**config.mk**
```make
export PLATFORM = sky130hd
export DESIGN_NAME = tlb_mutex_arb
export DESIGN_NICKNAME = d
export VERILOG_FILES = /design/src/rtl/tlb_mutex_arb.sv
export SDC_FILE = /design/constraint.sdc
export NUM_CORES = 1
export LEC_CHECK = 0
export CORE_AREA = 2 2 133 135
export CTS_CLUSTER_DIAMETER = 60
export DETAILED_ROUTE_END_ITERATION = 8
export DIE_AREA = 0 0 135 137
export GPL_TIMING_DRIVEN = 0
export PLACE_DENSITY = 0.61
export SYNTH_ARGS = -nofsm -noshare
export SYNTH_HDL_FRONTEND = slang
export SYNTH_SLANG_ARGS = --single-unit
```
**constraint.sdc**
```tcl
create_clock -name aclk -period 2.7 [get_ports aclk]
set_input_delay 0.54 -clock aclk [delete_from_list [all_inputs] [get_ports aclk]]
set_output_delay 0.54 -clock aclk [all_outputs]
set_load 0.05 [all_outputs]
```
**src/rtl/tlb_mutex_arb.sv**
```systemverilog
// ---------------------------------------------------------------------------
// tlb_mutex_arb
//
// Round-robin mutex that hands the shared lTlb/sTlb lookup port to one TLB
// FSM at a time. The owner's lookup fields are muxed onto the TLB port and
// the TLB response is broadcast back to every channel. A hold watchdog
// forcibly releases a lock held too long, and a contention counter tracks
// cycles in which another channel was kept waiting.
//
// Ports
//   aclk, aresetn            clock, synchronous active-low reset
//   lock[N]                  per-channel level request (held until grant seen)
//   unlock[N]                per-channel 1-cycle release pulse
//   grant[N]                 registered one-hot owner, zero when free
//   mutex_free               1 when no channel owns the port
//   ch_addr/pid/wr/valid     per-channel lookup fields (ch i at slice i)
//   tlb_addr/pid/wr/valid    owner's lookup fields to the TLB controller
//   tlb_data, tlb_hit        TLB response
//   ch_data, ch_hit          TLB response broadcast to all channels
//   timeout                  1-cycle pulse on a forced release
//   timeout_id               channel last forcibly released
//   contention_cnt           LOCKED cycles with another lock pending (wraps)
// ---------------------------------------------------------------------------
module tlb_mutex_arb #(
    parameter int N_CHAN    = 2,
    parameter int ADDR_BITS = 48,
    parameter int PID_W     = 6,
    parameter int DATA_BITS = 64,
    parameter int HOLD_MAX  = 1024
) (
    input  logic                          aclk,
    input  logic                          aresetn,
    input  logic [N_CHAN-1:0]             lock,
    input  logic [N_CHAN-1:0]             unlock,
    output logic [N_CHAN-1:0]             grant,
    output logic                          mutex_free,
    input  logic [N_CHAN*ADDR_BITS-1:0]   ch_addr,
    input  logic [N_CHAN*PID_W-1:0]       ch_pid,
    input  logic [N_CHAN-1:0]             ch_wr,
    input  logic [N_CHAN-1:0]             ch_valid,
    output logic [ADDR_BITS-1:0]          tlb_addr,
    output logic [PID_W-1:0]              tlb_pid,
    output logic                          tlb_wr,
    output logic                          tlb_valid,
    input  logic [DATA_BITS-1:0]          tlb_data,
    input  logic                          tlb_hit,
    output logic [DATA_BITS-1:0]          ch_data,
    output logic                          ch_hit,
    output logic                          timeout,
    output logic [$clog2(N_CHAN)-1:0]     timeout_id,
    output logic [31:0]                   contention_cnt
);

    localparam int ID_W   = $clog2(N_CHAN);
    localparam int HOLD_W = (HOLD_MAX > 1) ? $clog2(HOLD_MAX) : 1;
    localparam bit WD_EN  = (HOLD_MAX > 0);
    // Last LOCKED cycle the owner is allowed before a forced release.
    localparam logic [HOLD_W-1:0] HOLD_LAST = WD_EN ? HOLD_W'(HOLD_MAX - 1) : '0;

    typedef enum logic {
        ST_FREE,
        ST_LOCKED
    } state_e;

    state_e              state_q,          state_d;
    logic [N_CHAN-1:0]   grant_q,          grant_d;
    logic [ID_W-1:0]     owner_q,          owner_d;
    logic [ID_W-1:0]     rr_ptr_q,         rr_ptr_d;
    logic [HOLD_W-1:0]   hold_cnt_q,       hold_cnt_d;
    logic                timeout_q,        timeout_d;
    logic [ID_W-1:0]     timeout_id_q,     timeout_id_d;
    logic [31:0]         contention_cnt_q, contention_cnt_d;

    logic                pick_found;
    logic [ID_W-1:0]     pick_idx;
    logic [ID_W-1:0]     cand;
    logic                wd_expired;

    // (base + off) mod N_CHAN, for channel indices that need not be a power of two.
    function automatic logic [ID_W-1:0] chan_add(input logic [ID_W-1:0] base, input int off);
        int unsigned s;
        s = (32'(base) + off) % N_CHAN;
        return ID_W'(s);
    endfunction

    // Round-robin pick: first requester at or after rr_ptr, scanning cyclically.
    always_comb begin
        // NOTE: every variable written here gets a default first so no latch is inferred.
        pick_found = 1'b0;
        pick_idx   = '0;
        cand       = '0;
        for (int i = 0; i < N_CHAN; i++) begin
            cand = chan_add(rr_ptr_q, i);
            if (!pick_found && lock[cand]) begin
                pick_found = 1'b1;
                pick_idx   = cand;
            end
        end
    end

    assign wd_expired = WD_EN && (hold_cnt_q == HOLD_LAST);

    // Next-state logic.
    always_comb begin
        state_d          = state_q;
        grant_d          = grant_q;
        owner_d          = owner_q;
        rr_ptr_d         = rr_ptr_q;
        hold_cnt_d       = hold_cnt_q;
        timeout_d        = 1'b0;
        timeout_id_d     = timeout_id_q;
        contention_cnt_d = contention_cnt_q;

        case (state_q)
            ST_FREE: begin
                if (pick_found) begin
                    state_d    = ST_LOCKED;
                    owner_d    = pick_idx;
                    grant_d    = N_CHAN'(1) << pick_idx;
                    hold_cnt_d = '0;
                end
            end
            ST_LOCKED: begin
                if ((lock & ~grant_q) != '0) begin
                    contention_cnt_d = contention_cnt_q + 32'd1;
                end
                // A real unlock takes priority over the watchdog in the same cycle.
                if (unlock[owner_q]) begin
                    state_d  = ST_FREE;
                    grant_d  = '0;
                    rr_ptr_d = chan_add(owner_q, 1);
                end else if (wd_expired) begin
                    state_d      = ST_FREE;
                    grant_d      = '0;
                    rr_ptr_d     = chan_add(owner_q, 1);
                    timeout_d    = 1'b1;
                    timeout_id_d = owner_q;
                end else begin
                    hold_cnt_d = hold_cnt_q + 1'b1;
                end
            end
            default: begin
                state_d = ST_FREE;
                grant_d = '0;
            end
        endcase
    end

    always_ff @(posedge aclk) begin
        // NOTE: sequential state uses non-blocking assignments so all flops update together.
        if (!aresetn) begin
            state_q          <= ST_FREE;
            grant_q          <= '0;
            owner_q          <= '0;
            rr_ptr_q         <= '0;
            hold_cnt_q       <= '0;
            timeout_q        <= 1'b0;
            timeout_id_q     <= '0;
            contention_cnt_q <= '0;
        end else begin
            state_q          <= state_d;
            grant_q          <= grant_d;
            owner_q          <= owner_d;
            rr_ptr_q         <= rr_ptr_d;
            hold_cnt_q       <= hold_cnt_d;
            timeout_q        <= timeout_d;
            timeout_id_q     <= timeout_id_d;
            contention_cnt_q <= contention_cnt_d;
        end
    end

    // Lookup mux: only the registered owner's fields reach the TLB.
    always_comb begin
        tlb_addr  = '0;
        tlb_pid   = '0;
        tlb_wr    = 1'b0;
        tlb_valid = 1'b0;
        if (state_q == ST_LOCKED) begin
            tlb_addr  = ch_addr[32'(owner_q) * ADDR_BITS +: ADDR_BITS];
            tlb_pid   = ch_pid[32'(owner_q) * PID_W +: PID_W];
            tlb_wr    = ch_wr[owner_q];
            tlb_valid = ch_valid[owner_q];
        end
    end

    assign grant          = grant_q;
    assign mutex_free     = (state_q == ST_FREE);
    assign timeout        = timeout_q;
    assign timeout_id     = timeout_id_q;
    assign contention_cnt = contention_cnt_q;
    assign ch_data        = tlb_data;
    assign ch_hit         = tlb_hit;

endmodule

```
==> results of run 1 <==
[kinds of logic after synthesis]
family                     count (synthesis)
muxes                                     61
adders and majority gates                  2
xor gates and xnor gates                  26
DFF                                       49
AOI/OAI and AO/OA                         36
buffers and inverters                    100
and+or+nand+nor                          185
[worst max-delay path: cells and delay by family (launching register included)]
kind	cells	cell delay [ns]
simple gates	1	0.23
buf+inv	3	1.11
flops	1	0.39
[layer usage]
metal / part of all wire (%) / vias up
met4: 0.30 / 8
li1: - / 2059
met3: 7.8 / 12
met1: 45 / 1877
met2: 47 / 169
met5: 0.29 / -
[cell usage after synthesis, drive strengths merged]
cell type  count  area [um2]
and3           5       31.28
and4           6       55.05
o41ai          1       8.760
nand2         25       93.84
or2            2       12.52
clkinv         1       3.750
buf           77       575.6
a31oi          2       12.51
nor3b          1       12.51
inv            9       33.78
xnor2         22       192.7
o21a           1       7.510
o2111ai        1       26.28
clkbuf        13       48.80
and2           2       12.51
mux2i         61       623.1
o32ai          3       26.28
nand2b         2       12.51
o311ai         1       26.28
a21oi         12       60.06
nor3          13       105.1
nand3         14       70.07
nor2          91       341.6
nor4b          2       30.03
o21ai          6       33.78
a31o           2       17.52
o211ai         3       22.52
or3            3       18.77
and2b          2       15.01
dfxtp         49       980.9
nand4          8       65.06
a21o           1       7.510
xor2           4       35.03
ha             2       25.02
nor4           9       81.33
o31ai          3       22.52
[final timing paths]
kind                      startpoint            endpoint  slack [ns]  cells after the start
setup / recovery             state_q        tlb_addr[43]        0.14                      4
hold / removal    contention_cnt[31]  contention_cnt[31]        0.48                      2
setup reg to reg   contention_cnt[0]  contention_cnt[26]        0.76                      6
hold reg to reg   contention_cnt[31]  contention_cnt[31]        0.48                      2
[state kept, by name, indices dropped and copies added, names as in the netlist]
| register | flops |
|---|---|
| grant | 2 |
| hold_cnt_q | 10 |
| rr_ptr_q | 1 |
| contention_cnt | 32 |
| timeout | 1 |
| state_q | 1 |
| timeout_id | 1 |
| owner_q | 1 |
[what timing repair did]
item | 4_1_cts | 5_1_grt
resized for setup | 110 | 9
hold endpoints to repair | 0 | 0
setup endpoints to repair | 57 | 28
[power by group]
group          internal (mW)  leakage [nW]  switching [mW]
clock network          0.364        0.0700           0.250
registers              0.732         0.396         0.00953
logic                  0.456          2.15           0.667
total                   1.55          2.61           0.926
[per-stage QoR]
step	cells	utilization, %	cell area [um2]	setup WS [ns]	power (mW)
after floorplan	459	-	3747	0.4438	1.448
after CTS	966	40.57	6919	0.004056	2.500
final	966	40.60	6924	0.1443	2.478
after detailed placement	959	39.76	6782	-0.2040	1.917
after global placement	959	39.76	6782	-0.2479	1.914
after global routing	966	40.60	6924	0.02574	2.582
[final cells by class]
type | count | area [um2] | area share (%)
multi-input combinational | 310 | 2105 | 30.39
buffer | 90 | 633.1 | 9.143
tap | 225 | 281.5 | 4.066
timing repair buffer | 275 | 2740 | 39.57
inverter | 10 | 41.29 | 0.5963
clock buffer | 7 | 142.6 | 2.060
sequential | 49 | 980.9 | 14.17
==> results.md, run 1 <==
- Hold crit path type: register to register
- Final TNS setup: 0 ns
- Grt ovf: 0
- Root buffer selected by CTS: clkbuf_16
- ANT nets after route: 0
- Via Count: approximately 4.1k
- GR Layer Usage met2: between 20% and 30%
- GRT Util Overall: 14.99%
- Hpwl dp: 13250 um
- Starting Density: a little over a fifth
- Area of the core: 0.01706 mm2
- Hold Fails Final Rpt: 0
- Critical path class: register to output port
- Avg WL per Cell: 16.44 um
- Leak: 2.612 nW
- Post-Synth Simple-Gate Area: 25.54%
- CTS Buffer Depth: 2
- Syn Area/Cell: 8.164 um2
- First-pass GRT wire length: 21500 um
- CP cell instances: clkinvlp_4, clkbuf_1, nor2_1, dlygate4sd2_1
- Inserted Clock Buffers: 5
- Unrepaired setup endpoints after global routing: no
- CTS tree: done
- Post-CTS setup buffer count: 0
- Cell Pwr Density: roughly 360 mW/mm2
- Slew margin rel.: between 50% and 60%
- Die width: about 140 um
- Post-synthesis adder-cell area fraction: 0.6678%
- Vias in the first global route: 3640
- Status: finished, final reports clean
- Clk slew on worst S/H paths: roughly 0.06 ns
- WL final: 15880 um
- Cell Area, Synth: 0.003747 mm2
- Most common cell after layout, fill and taps aside: clkdlybuf4s50_1
- Antenna cell count: 0
- Post-synthesis register bit count: 49
- PortBufs: 275
- Min Tclk post-route: 2.556 ns
- Skew final: 0.002869 ns
- Max-cap violation count: 0
- Register area share after synthesis: between 20% and 30%
- Sink Count: 49
- Worst-case hold slack: 0.4768 ns
- Ports: 341
- Layout fillers: 1756
- Post-synthesis xor/xnor area fraction: 6.077%
- Maximum VDD drop: 257.1 uV
- Synth Area in Compound Gates: under 10%
- Vias/cell: ~4.3
- Gp weighted congestion: approximately 0.76
- Share of cells above drive strength 1: ~18%
- Element type at the critical path start: register
- Largest family of logic cells by synthesized area: simple AND/OR/NAND/NOR gates
- Mux cell area share after synthesis: about 17%
- Final Max Slew Viols: 0
- Busiest grt layer: met2
- Die area: 0.01850 mm2
- Slowest cell on crit path: dlygate4sd2_1
- Met1 usage: 20.56%
- M3 GR Usage: 4.259%
- H-Tree Depth: 2
- Initial antenna violation count: 4
- Slowest stage delay, CP: 0.58 ns
- Worst Path Required: 2.16 ns
- Worst-Margin Slew: between 0.6 and 0.7 ns
- Initial drt markers: around 130
- Final worst path period share: 94.66%
- Area Growth Syn to Fin: 84.77%
- Later-pin clock latency in the skew report: about 0.28 ns
- Endpoint class of the critical path: output port
- Drt pass-1 iters: 4
- Chip height: 137 um
- Crit path DAT: a little over 2 ns
- Synth Instances: 459
- Most frequent cells in the layout: clkdlybuf4s50_1 (218), nor2_1 (91), buf_4 (66), mux2i_1 (60), dfxtp_1 (49)
- Distinct cells, synth: 45
- Ys Warns: 0
- Rows: 48
- Pin count of the biggest net entering global routing: 14
- Cts hold-fix bufs: 0
- Peak Freq: between 300 and 400 MHz
- Final setup viols: 0
- Critical Path Fanout Max: 10
- Residual DRC count: 0
- Syn Nets: 644
- Layout Nets: 926
No activity file was read; power rests on OpenSTA's default activity.
==> run 2, diff against run 1 <==
Settings changed: DONT_BUFFER_PORTS set to 1, PLACE_DENSITY 0.61 to 0.35, SLEW_MARGIN set to 30.
==> run 2 against run 1 <==
Compared with the run above: clock skew rose by 0.0045 ns; fmax fell by 2.5%; die area did not move; sequential power rose by 2%.
==> results.md, run 2 (same netlist as run 1, synthesis figures left out) <==
- Clk slew on worst S/H paths: 0.07 ns (was 0.06 ns)
- Via Count: 3219 (was 4125)
- Pin count of the biggest net entering global routing: 16 (was 14)
- Cell Pwr Density: 499.0 mW/mm2 (was 357.9 mW/mm2)
- Share of cells above drive strength 1: 31.05% (was 18.49%)
- Hold Fails Final Rpt: 0 (unchanged)
- Ports: 341 (unchanged)
- Maximum VDD drop: 199.1 uV (was 257.1 uV)
- Area of the core: 0.01706 mm2 (unchanged)
- Worst slack, placed: -0.04631 ns (was -0.2040 ns)
- Max-cap violation count: 0 (unchanged)
- Vias in the first global route: 2913 (was 3640)
- Worst-case hold slack: 0.3952 ns (was 0.4768 ns)
- RR Endpoint: contention_cnt[26] (unchanged)
- Hpwl dp: 11180 um (was 13250 um)
- Reg2reg setup slack: 0.42 ns (was 0.76 ns)
- Chip height: 137 um (unchanged)
- ANT nets after route: 0 (unchanged)
- Starting Density: 21.97% (unchanged)
- Final Max Slew Viols: 0 (unchanged)
- GRT Util Overall: 12.99% (was 14.99%)
- Peak Freq: 381.5 MHz (was 391.3 MHz)
- Hold Crit Depth: 1 (was 2)
- Max FFs per register: 32 (unchanged)
- Final worst path period share: 97.09% (was 94.66%)
- Slew margin rel.: 34.77% (was 55.08%)
- Hold crit path type: primary input to register (was register to register)
- Residual DRC count: 0 (unchanged)
- PortBufs: 0 (was 275)
- Worst Hold End: hold_cnt_q[7] (was contention_cnt[31])
- Unrepaired setup endpoints after global routing: no (unchanged)
- Die width: 135 um (unchanged)
- Layout fillers: 1861 (was 1756)
- Initial antenna violation count: 3 (was 4)
- Slowest stage delay, CP: 0.46 ns (was 0.58 ns)
- Grt ovf: 0 (unchanged)
- Final Instance Area: 0.004414 mm2 (was 0.006924 mm2)
- Gp weighted congestion: 0.7824 (was 0.7643)
- Min Tclk post-route: 2.621 ns (was 2.556 ns)
- Avg WL per Cell: 19.61 um (was 16.44 um)
- CP cell instances: buf_6, buf_2, buf_2, mux2i_1, nor2_4 (was clkinvlp_4, clkbuf_1, nor2_1, dlygate4sd2_1)
- Area Growth Syn to Fin: 17.80% (was 84.77%)
- Most common cell after layout, fill and taps aside: buf_4 (was clkdlybuf4s50_1)
- Skew final: 0.007323 ns (was 0.002869 ns)
- Die area: 0.01850 mm2 (unchanged)
- Root buffer selected by CTS: clkbuf_16 (unchanged)
- WL final: 13590 um (was 15880 um)
- H-Tree Depth: 2 (unchanged)
- Cts hold-fix bufs: 0 (unchanged)
- Inserted Clock Buffers: 5 (unchanged)
- Crit path DAT: 2.08 ns (was 2.02 ns)
- Worst reg2reg path depth: 5 (was 6)
- Status: finished, final reports clean (unchanged)
- Layout Nets: 651 (was 926)
- Drt pass-1 iters: 4 (unchanged)
- Endpoint class of the critical path: output port (unchanged)
- Most frequent cells in the layout: buf_4 (66), mux2i_1 (60), nor2_1 (58), dfxtp_1 (47), nor2_4 (29) (was clkdlybuf4s50_1 (218), nor2_1 (91), buf_4 (66), mux2i_1 (60), dfxtp_1 (49))
- Final WS setup: 0.07870 ns (was 0.1443 ns)
- Critical path class: register to output port (unchanged)
- Element type at the critical path start: register (unchanged)
- Area after DPL: 0.004036 mm2 (was 0.006782 mm2)
- Pwr Total: 2.203 mW (was 2.478 mW)
- First-pass GRT wire length: 18060 um (was 21500 um)
- Final setup viols: 0 (unchanged)
- Worst Path Required: 2.16 ns (about the same)
- Worst-Margin Slew: 0.9749 ns (was 0.6668 ns)
- CTS tree: done (unchanged)
- CTS Buffer Depth: 2 (unchanged)
- Most frequent CP cell: buf_2
- Slowest cell on crit path: mux2i_1 (was dlygate4sd2_1)
- Hold path start: aresetn (was contention_cnt[31])
- Vias/cell: 4.645 (was 4.270)
- Sink Count: 49 (unchanged)
- Initial drt markers: 139 (was 127)
- Leak: 1.460 nW (was 2.612 nW)
- Critical Path Fanout Max: 10 (unchanged)
- Later-pin clock latency in the skew report: 0.29 ns (was 0.28 ns)
- Rows: 48 (unchanged)
- Reg-to-Reg Start: contention_cnt[2] (was contention_cnt[0])
-- run 2: changes by cell type in the layout (fill, tap and decap cells not counted), sizes merged --
cell,previous run,this run
clkdlybuf4s15,25,0
clkbuf,22,19
clkinv,0,2
diode,0,1
buf,76,77
clkdlybuf4s50,218,0
inv,9,10
dlygate4sd2,31,0
clkinvlp,1,0
-- run 2: how the worst max path moves through the flow --
stage / startpoint / endpoint / slack [ns] / depth (start not counted)
floorplan: owner_q / tlb_addr[30] / 0.44 / 5
global placement: state_q / tlb_addr[34] / -0.04 / 4
detailed placement: state_q / tlb_addr[28] / -0.05 / 4
CTS: state_q / tlb_addr[39] / -0.22 / 3
global route: state_q / tlb_pid[3] / 0.01 / 3
finish: owner_q / tlb_addr[36] / 0.08 / 5
-- run 2: final cells by class --
type,instances,area [um2],area share (%)
Inverter,10,37.54,0.8503
Antenna cell,1,2.502,0.05669
Tap cell,225,281.5,6.378
Sequential cell,49,983.4,22.28
Buffer,90,634.4,14.37
Clock inverter,2,13.76,0.3118
Multi-Input combinational cell,310,2332,52.83
Clock buffer,6,128.9,2.920
-- run 2: critical path: cells and delay by family (launching register included) --
kind | cells | cell delay, ns
buf+inv | 3 | 0.85
mux | 1 | 0.46
flops | 1 | 0.32
simple gates | 1 | 0.15
-- run 2: what timing repair did --
| action | in CTS | in global routing |
|---|---|---|
| pin swaps | 2 | 3 |
| buffers inserted | 0 | 0 |
| setup endpoints to repair | 31 | 34 |
| gates resized for setup | 46 | 24 |
-- run 2: metal layers --
layer  vias up  GRT usage, %  share of wire (%)
li1       1525             -                  -
met1      1507         16.88                 40
met2       171         20.95                 49
met3        12         4.593                9.9
met4         4         2.431                1.2
met5         -             0               0.22
-- run 2: stage by stage --
stage	instances	util [%]	setup TNS (ns)
after detailed placement	684	23.66	-0.04631
after global placement	684	23.62	-0.07340
final	693	25.88	0
after CTS	692	25.45	-1.726
after floorplan	459	-	0
after global routing	693	25.88	0
-- run 2: report_power, final --
part | leakage [nW] | internal, mW | switching [mW]
Combinational | 0.992 | 0.182 | 0.627
Sequential | 0.397 | 0.732 | 0.0264
Clock | 0.0712 | 0.346 | 0.288
Total | 1.46 | 1.26 | 0.942
